--- src/rtl/mcu0_pkg.sv ---
// Shared opcode encodings, FSM state type and opcode classification helpers
// for the mcu0 accumulator core.
package mcu0_pkg;

  typedef enum logic [2:0] {
    S_FETCH_REQ = 3'd0,
    S_FETCH     = 3'd1,
    S_DECODE    = 3'd2,
    S_MEM       = 3'd3,
    S_HALT      = 3'd4
  } state_t;

  localparam logic [3:0] OP_LD  = 4'h0;
  localparam logic [3:0] OP_ADD = 4'h1;
  localparam logic [3:0] OP_JMP = 4'h2;
  localparam logic [3:0] OP_ST  = 4'h3;
  localparam logic [3:0] OP_CMP = 4'h4;
  localparam logic [3:0] OP_JEQ = 4'h5;
  localparam logic [3:0] OP_SUB = 4'h6;
  localparam logic [3:0] OP_JLT = 4'h7;
  localparam logic [3:0] OP_LDI = 4'h8;
  localparam logic [3:0] OP_AND = 4'h9;
  localparam logic [3:0] OP_OR  = 4'hA;
  localparam logic [3:0] OP_XOR = 4'hB;
  localparam logic [3:0] OP_SHL = 4'hC;
  localparam logic [3:0] OP_SHR = 4'hD;
  localparam logic [3:0] OP_NOP = 4'hE;
  localparam logic [3:0] OP_HLT = 4'hF;

  // Opcodes that need a memory transaction at address C before completing.
  function automatic logic is_mem_op(input logic [3:0] op);
    return op inside {OP_LD, OP_ADD, OP_ST, OP_CMP, OP_SUB, OP_AND, OP_OR, OP_XOR};
  endfunction

  function automatic logic writes_a(input logic [3:0] op);
    return op inside {OP_LD, OP_ADD, OP_SUB, OP_LDI, OP_AND, OP_OR, OP_XOR, OP_SHL, OP_SHR};
  endfunction

endpackage

--- src/rtl/mcu0_if.sv ---
// Request/ready memory bus between the mcu0 core (master) and its memory (slave).
interface mcu0_if #(
  parameter int DW = 16,
  parameter int AW = 12
) ();
  logic          men;
  logic          mw;
  logic [AW-1:0] maddr;
  logic [DW-1:0] mwdata;
  logic [DW-1:0] mrdata;
  logic          mready;

  modport master (output men, mw, maddr, mwdata, input mrdata, mready);
  modport slave  (input men, mw, maddr, mwdata, output mrdata, mready);
endinterface

--- src/rtl/mcu0_alu.sv ---
// Combinational ALU: computes the new accumulator value and N/Z/CY for one opcode.
module mcu0_alu
  import mcu0_pkg::*;
#(
  parameter int DW = 16
) (
  input  logic [3:0]    op,
  input  logic [DW-1:0] a,
  input  logic [DW-1:0] m,
  input  logic          cy_in,
  output logic [DW-1:0] result,
  output logic          n,
  output logic          z,
  output logic          cy
);

  logic [DW:0] sum;
  logic [DW:0] diff;

  assign sum  = {1'b0, a} + {1'b0, m};
  assign diff = {1'b0, a} - {1'b0, m};

  always_comb begin
    result = a;
    cy     = cy_in;
    case (op)
      OP_LD, OP_LDI: result = m;
      OP_ADD: begin result = sum[DW-1:0];  cy = sum[DW];  end
      OP_SUB: begin result = diff[DW-1:0]; cy = diff[DW]; end
      OP_AND: result = a & m;
      OP_OR:  result = a | m;
      OP_XOR: result = a ^ m;
      OP_SHL: begin result = {a[DW-2:0], 1'b0}; cy = a[DW-1]; end
      OP_SHR: begin result = {1'b0, a[DW-1:1]}; cy = a[0];    end
      default: ;
    endcase
    // CMP reports the unsigned relation of A and M; every other op reports on the result.
    if (op == OP_CMP) begin
      n = (a < m);
      z = (a == m);
    end else begin
      n = result[DW-1];
      z = (result == '0);
    end
  end

endmodule

--- src/rtl/mcu0_core.sv ---
// mcu0 accumulator core: fetch/decode/memory FSM driving a request/ready bus
// with arbitrary wait states; all outputs come straight from registers.
module mcu0_core
  import mcu0_pkg::*;
#(
  parameter int DW     = 16,
  parameter int AW     = 12,
  parameter int INC    = 2,
  parameter int RST_PC = 0
) (
  input  logic          clock,
  input  logic          reset,
  mcu0_if.master        mbus,
  output logic          halted,
  output logic [AW-1:0] dbg_pc,
  output logic [DW-1:0] dbg_a,
  output logic [DW-1:0] dbg_sw
);

  localparam int FLAG_N  = DW - 1;
  localparam int FLAG_Z  = DW - 2;
  localparam int FLAG_CY = DW - 3;

  state_t        state, state_n;
  logic [AW-1:0] pc, pc_n, maddr, maddr_n;
  logic [DW-1:0] a, a_n, sw, sw_n, ir, ir_n, mwdata, mwdata_n;
  logic          men, men_n, mw, mw_n, halt, halt_n;

  logic [3:0]    op;
  logic [DW-1:0] imm;
  logic [AW-1:0] c_addr;
  logic          accept;
  logic          do_exec;
  logic [DW-1:0] alu_m, alu_res;
  logic          alu_n, alu_z, alu_cy;

  assign op     = ir[DW-1:DW-4];
  assign imm    = {4'b0000, ir[DW-5:0]};
  assign c_addr = ir[AW-1:0];
  assign accept = men && mbus.mready;
  // Memory operand during S_MEM; otherwise the zero-extended constant field (LDI).
  assign alu_m  = (state == S_MEM) ? mbus.mrdata : imm;

  mcu0_alu #(.DW(DW)) u_alu (
    .op     (op),
    .a      (a),
    .m      (alu_m),
    .cy_in  (sw[FLAG_CY]),
    .result (alu_res),
    .n      (alu_n),
    .z      (alu_z),
    .cy     (alu_cy)
  );

  always_ff @(posedge clock or negedge reset) begin
    if (!reset) begin
      state  <= S_FETCH_REQ;
      pc     <= AW'(RST_PC);
      a      <= '0;
      sw     <= '0;
      ir     <= '0;
      men    <= 1'b0;
      mw     <= 1'b0;
      maddr  <= '0;
      mwdata <= '0;
      halt   <= 1'b0;
    end else begin
      state  <= state_n;
      pc     <= pc_n;
      a      <= a_n;
      sw     <= sw_n;
      ir     <= ir_n;
      men    <= men_n;
      mw     <= mw_n;
      maddr  <= maddr_n;
      mwdata <= mwdata_n;
      halt   <= halt_n;
    end
  end

  always_comb begin
    state_n  = state;
    pc_n     = pc;
    a_n      = a;
    sw_n     = sw;
    ir_n     = ir;
    men_n    = men;
    mw_n     = mw;
    maddr_n  = maddr;
    mwdata_n = mwdata;
    halt_n   = halt;
    do_exec  = 1'b0;

    case (state)
      S_FETCH_REQ: begin
        men_n   = 1'b1;
        mw_n    = 1'b0;
        maddr_n = pc;
        state_n = S_FETCH;
      end
      S_FETCH: begin
        if (accept) begin
          ir_n    = mbus.mrdata;
          pc_n    = pc + AW'(INC);
          men_n   = 1'b0;
          state_n = S_DECODE;
        end
      end
      S_DECODE: begin
        state_n = S_FETCH_REQ;
        if (is_mem_op(op)) begin
          men_n   = 1'b1;
          mw_n    = (op == OP_ST);
          maddr_n = c_addr;
          if (op == OP_ST) mwdata_n = a;
          state_n = S_MEM;
        end else begin
          case (op)
            OP_JMP: pc_n = c_addr;
            OP_JEQ: if (sw[FLAG_Z]) pc_n = c_addr;
            OP_JLT: if (sw[FLAG_N]) pc_n = c_addr;
            OP_HLT: begin
              state_n = S_HALT;
              halt_n  = 1'b1;
            end
            default: do_exec = writes_a(op);
          endcase
        end
      end
      S_MEM: begin
        if (accept) begin
          men_n   = 1'b0;
          mw_n    = 1'b0;
          do_exec = (op != OP_ST);
          state_n = S_FETCH_REQ;
        end
      end
      S_HALT: begin
        men_n  = 1'b0;
        halt_n = 1'b1;
      end
      default: state_n = S_FETCH_REQ;
    endcase

    // Non-flag SW bits always read zero; CY passes through the ALU unchanged where it must not move.
    if (do_exec) begin
      if (writes_a(op)) a_n = alu_res;
      sw_n          = '0;
      sw_n[FLAG_N]  = alu_n;
      sw_n[FLAG_Z]  = alu_z;
      sw_n[FLAG_CY] = alu_cy;
    end
  end

  assign mbus.men    = men;
  assign mbus.mw     = mw;
  assign mbus.maddr  = maddr;
  assign mbus.mwdata = mwdata;
  assign halted      = halt;
  assign dbg_pc      = pc;
  assign dbg_a       = a;
  assign dbg_sw      = sw;

endmodule

--- src/flat_wrapper.sv ---
// flat-port wrapper written by rule: the top's interface ports become plain ports
module mcu0_core_flat import mcu0_pkg::*;
#(
  parameter int DW     = 16,
  parameter int AW     = 12,
  parameter int INC    = 2,
  parameter int RST_PC = 0
)
  (clock, reset, halted, dbg_pc, dbg_a, dbg_sw, mbus_men, mbus_mw, mbus_maddr, mbus_mwdata, mbus_mrdata, mbus_mready);
  mcu0_if #(.DW(DW), .AW(AW)) mbus_i ();
  input  logic clock;
  input  logic reset;
  output logic halted;
  output logic [AW-1:0] dbg_pc;
  output logic [DW-1:0] dbg_a;
  output logic [DW-1:0] dbg_sw;
  output wire logic [$bits(mbus_i.men)-1:0] mbus_men;
  output wire logic [$bits(mbus_i.mw)-1:0] mbus_mw;
  output wire logic [$bits(mbus_i.maddr)-1:0] mbus_maddr;
  output wire logic [$bits(mbus_i.mwdata)-1:0] mbus_mwdata;
  input wire logic [$bits(mbus_i.mrdata)-1:0] mbus_mrdata;
  input wire logic [$bits(mbus_i.mready)-1:0] mbus_mready;
  assign mbus_men = mbus_i.men;
  assign mbus_mw = mbus_i.mw;
  assign mbus_maddr = mbus_i.maddr;
  assign mbus_mwdata = mbus_i.mwdata;
  assign mbus_i.mrdata = mbus_mrdata;
  assign mbus_i.mready = mbus_mready;
  mcu0_core #(.DW(DW), .AW(AW), .INC(INC), .RST_PC(RST_PC)) u_core (.clock(clock), .reset(reset), .mbus(mbus_i), .halted(halted), .dbg_pc(dbg_pc), .dbg_a(dbg_a), .dbg_sw(dbg_sw));
endmodule
--- config.mk ---
export PLATFORM = sky130hd
export DESIGN_NAME = mcu0_core_flat
export DESIGN_NICKNAME = d
export VERILOG_FILES = /design/src/rtl/mcu0_pkg.sv /design/src/rtl/mcu0_if.sv /design/src/rtl/mcu0_alu.sv /design/src/rtl/mcu0_core.sv /design/src/flat_wrapper.sv
export SDC_FILE = /design/constraint.sdc
export NUM_CORES = 1
export LEC_CHECK = 0
export ABC_AREA = 1
export BUFFER_PORTS_ARGS = -buffer_cell sky130_fd_sc_hd__buf_4
export CORE_MARGIN = 1.5
export CORE_UTILIZATION = 55
export CTS_BUF_LIST = sky130_fd_sc_hd__clkbuf_8
export CTS_CLUSTER_SIZE = 40
export DETAILED_ROUTE_END_ITERATION = 6
export GPL_TIMING_DRIVEN = 1
export HOLD_SLACK_MARGIN = 0.05
export PLACE_DENSITY_LB_ADDON = 0.12
export SYNTH_ARGS = -nofsm -noshare
export SYNTH_HDL_FRONTEND = slang
export SYNTH_SLANG_ARGS = --single-unit
--- constraint.sdc ---
create_clock -name clock -period 2.5 [get_ports clock]
set_input_delay 0.5 -clock clock [delete_from_list [all_inputs] [get_ports clock]]
set_output_delay 0.5 -clock clock [all_outputs]
set_load 0.05 [all_outputs]
==> summary.md <==
| Metric | Value |
|---|---|
| CTS sink count | approximately 80 |
| List of most frequent post-synthesis cells | nand2_1 (336), inv_1 (163), nor2_1 (127) |
| Placed instance count | roughly 1500 |
| Nature of the critical path endpoint | flop |
| Pins over their slew limit | 0 |
| Setup TNS | -2.44 ns |
| DIE AREA | 0.0141 sq mm |
| H-tree Lvls | 3 |
| DR DRC count | 0 |
| Syn Area/Cell | between 6 and 7 sq um |
| Clock Pin Slew Worst Setup and Hold Paths | around 0.10 ns |
| Maxcap violations | 0 |
| Prevailing post-synth register cell | dfrtp_1 |
| N_diodes | 0 |
| Final Routed Wirelength | 27.6 mm |
| DIE WIDTH | 119 microns |
| Clock skew | between 0.01 and 0.015 ns |
| Fraction of registers with async set/reset | 100% |
| Peak Freq | between 0.3 and 0.4 GHz |
| Final core utilization | 81.8% |
| Tcrit/Tclk final | 117% |
| Most used cell, CP | nand3_1 |
| Yosys warns | 0 |
| Fin cells | 1579 |
| NumNets Final | between 1000 and 1500 |
| Share of the synthesized area in the top cell type | between 20% and 30% |
| GP Congestion | 1.09 |
| Crit-path max cell delay | approximately 0.46 ns |
| Worst EP required | about 2.8 ns |
| Worst-path fanout max | 6 |
| Area Growth Syn to Fin | 45.9% |
| Register area share after synthesis | 27.5% |
| Arrival time worst endpoint | roughly 3.3 ns |
| Mapped Area | between 0.007 and 0.008 sq mm |
| Critical path class | flop to flop |
| Post-synthesis register bit count | around 80 |
| Vias after detailed routing | approximately 8900 |
| Largest cells by area after synthesis | dfrtp_1 (28%), nand2_1 (17%), ha_1 (9.0%), inv_1 (8.3%), nand3_1 (7.0%) |
| Count leader, synth | nand2_1 |
| Largest net degree at the start of global routing | 35 |
| HP Class | input pin to async pin |
| CTS tree | done |
| Remaining antenna violation count after routing | 0 |
| Drt wl/cell | around 17 microns |
| Maximum root-to-sink buffer count | 2 |
| Final setup viols | 15 |
| CTS Hold Bufs | 0 |
| Buffers added on ports | 80 |
| DRT Pass-1 Iters | 6 |
| Worst slew pin tran | approximately 0.69 ns |
| Worst setup SP type | flop |
| Worst path cell trace | nand2_2, nor2_4, buf_4, o21ai_2, inv_1, fa_2, inv_2, nand3_1, nand3_2, nand2_1, nand3_1, nand3_1, nor2_1, nand4_1, nor2_2, nand3_1, a21oi_1 |
| Hpwl dp | 20.2 mm |
| Total Routing Usage GR | between 30 and 40% |
| Post-layout min period | 2.93 ns |
| Netlist cell types | 50 |
| IO Pins | 94 |
| Final hold vios | 0 |
| Global route overflow | 0 |
| Layout cells sized above 1 | between 30 and 40% |
| Synth Instances | around 1100 |
| Iter 0 DRT Violations | about 940 |
| Total CTS buffers | 9 |
| Slew margin rel. | a little over half |
| Failing checks | negative setup slack |
| Cell row count | 42 |
| EDFF count, synth | 0 |
| DP Worst Slack | -0.535 ns |
| Core Region | about 0.013 sq mm |
| First-pass GRT wire length | 41.7 mm |
| Cell taking the most area after synthesis | dfrtp_1 |
| Initial Utilization | between 50% and 60% |
| Root Driver | clkbuf_8 |
| Outcome | finished, violations left |
| Number of global-route vias before repair | between 8000 and 9000 |
| Initial antenna violation count | 0 |
| Die Y | roughly 120 microns |
| Worst skew pair latency | 0.39 ns |
| RSZ-0062 raised after global routing | yes |
| Worst setup margin | -0.427 ns |
| Vias per cell | 5.64 |
| CP max stage cell | dfrtp_2 |
-- repair_timing --
item	4_1_cts	5_1_grt
endpoints found under the setup margin	18	19
pin swaps	22	57
buffers inserted	13	14
gates resized for setup	84	167
gates cloned	2	0
-- final timing paths --
path,startpoint,endpoint,slack [ns],depth (start not counted)
min reg2reg,u_core.mbus.maddr[11],u_core.mbus.maddr[11],0.48,2
max,u_core.state[0],u_core.dbg_sw[14],-0.43,17
max reg2reg,u_core.state[0],u_core.dbg_sw[14],-0.43,17
min,reset,u_core.ir[0],0.06,1
max in group asynchronous,reset,u_core.dbg_pc[2],1.85,2
min in group clock,mbus_mrdata[4],u_core.ir[4],0.39,3
-- sequential cells by signal (all words and copies together), names as in the netlist --
| signal | cells |
|---|---|
| u_core.dbg_a | 16 |
| u_core.dbg_pc | 12 |
| u_core.dbg_sw | 3 |
| u_core.halted | 1 |
| u_core.ir | 16 |
| u_core.mbus.maddr | 12 |
| u_core.mbus.men | 1 |
| u_core.mbus.mw | 1 |
| u_core.mbus.mwdata | 16 |
| u_core.state | 3 |
-- routing by layer --
layer	part of all wire (%)	vias up	GRT usage (%)
li1	-	4136	-
met3	8.8	76	3.67
met1	41	4186	51.3
met4	3.4	0	14.2
met2	47	506	62.7
met5	0	-	0
-- layout by cell type, fill, tap and decap left out, types with 5 or more instances in the layout --
cell type	netlist	layout
o22ai_1	10	10
inv_1	163	144
nor2_2	6	26
nand2_2	4	55
clkbuf_8	0	10
a31oi_1	6	6
mux2i_1	17	17
conb_1	1	13
nor2_4	4	18
buf_6	2	18
nor2_1	127	93
o21ai_0	52	45
inv_2	9	27
nor3_1	9	8
a21oi_4	1	5
o21ai_1	28	30
a21oi_1	31	16
nand4_1	18	18
buf_4	21	253
ha_4	0	21
dfrtp_1	81	76
ha_1	53	26
ha_2	0	6
a21oi_2	1	12
nand3_1	103	75
nand3_2	2	28
dfrtp_2	0	5
nand2_4	0	9
nand2_1	336	276
-- per-stage QoR --
| stage | instance area, sq um | hold slack [ns] |
|---|---|---|
| 5_1_grt | 10700 | 0.0812 |
| 3_3_place_gp | 9310 | 0.457 |
| 6_report | 10700 | 0.0550 |
| 4_1_cts | 10100 | 0.0565 |
| 2_1_floorplan | 7490 | 0.204 |
| 3_5_place_dp | 9310 | 0.459 |
-- area by class of cell --
class                           count  area (sq um)
Sequential cell                    81          2030
Clock inverter                      6          97.6
Inverter                          172           648
Timing Repair Buffer              276          2210
Multi-Input combinational cell    858          5400
Tap cell                          176           220
Fill cell                         935          2390
Clock buffer                       10           138
-- worst max-delay path: cells and delay by family (launching register included) --
family / cells / cell delay (ns)
AO/OA/AOI/OAI: 2 / 0.34
AND/OR/NAND/NOR: 11 / 1.23
buffers and inverters: 3 / 0.40
flip-flops: 1 / 0.46
adder cells (fa/ha/maj): 1 / 0.42
-- cell families (layout without fill, tap and decap cells) --
| group | after synthesis | count (layout) | synth area share [%] |
|---|---|---|---|
| simple gates | 621 | 622 | 35.9 |
| other cells | 1 | 13 | 0.0509 |
| mux | 18 | 18 | 2.46 |
| fa+ha+maj | 55 | 55 | 9.55 |
| buf+inv | 219 | 464 | 12.9 |
| flops | 81 | 81 | 27.5 |
| compound gates | 150 | 150 | 11.6 |
Power is left out: the tool's default activity adds up to more than one toggle a clock period on the data nets, which glitch-free logic cannot reach.
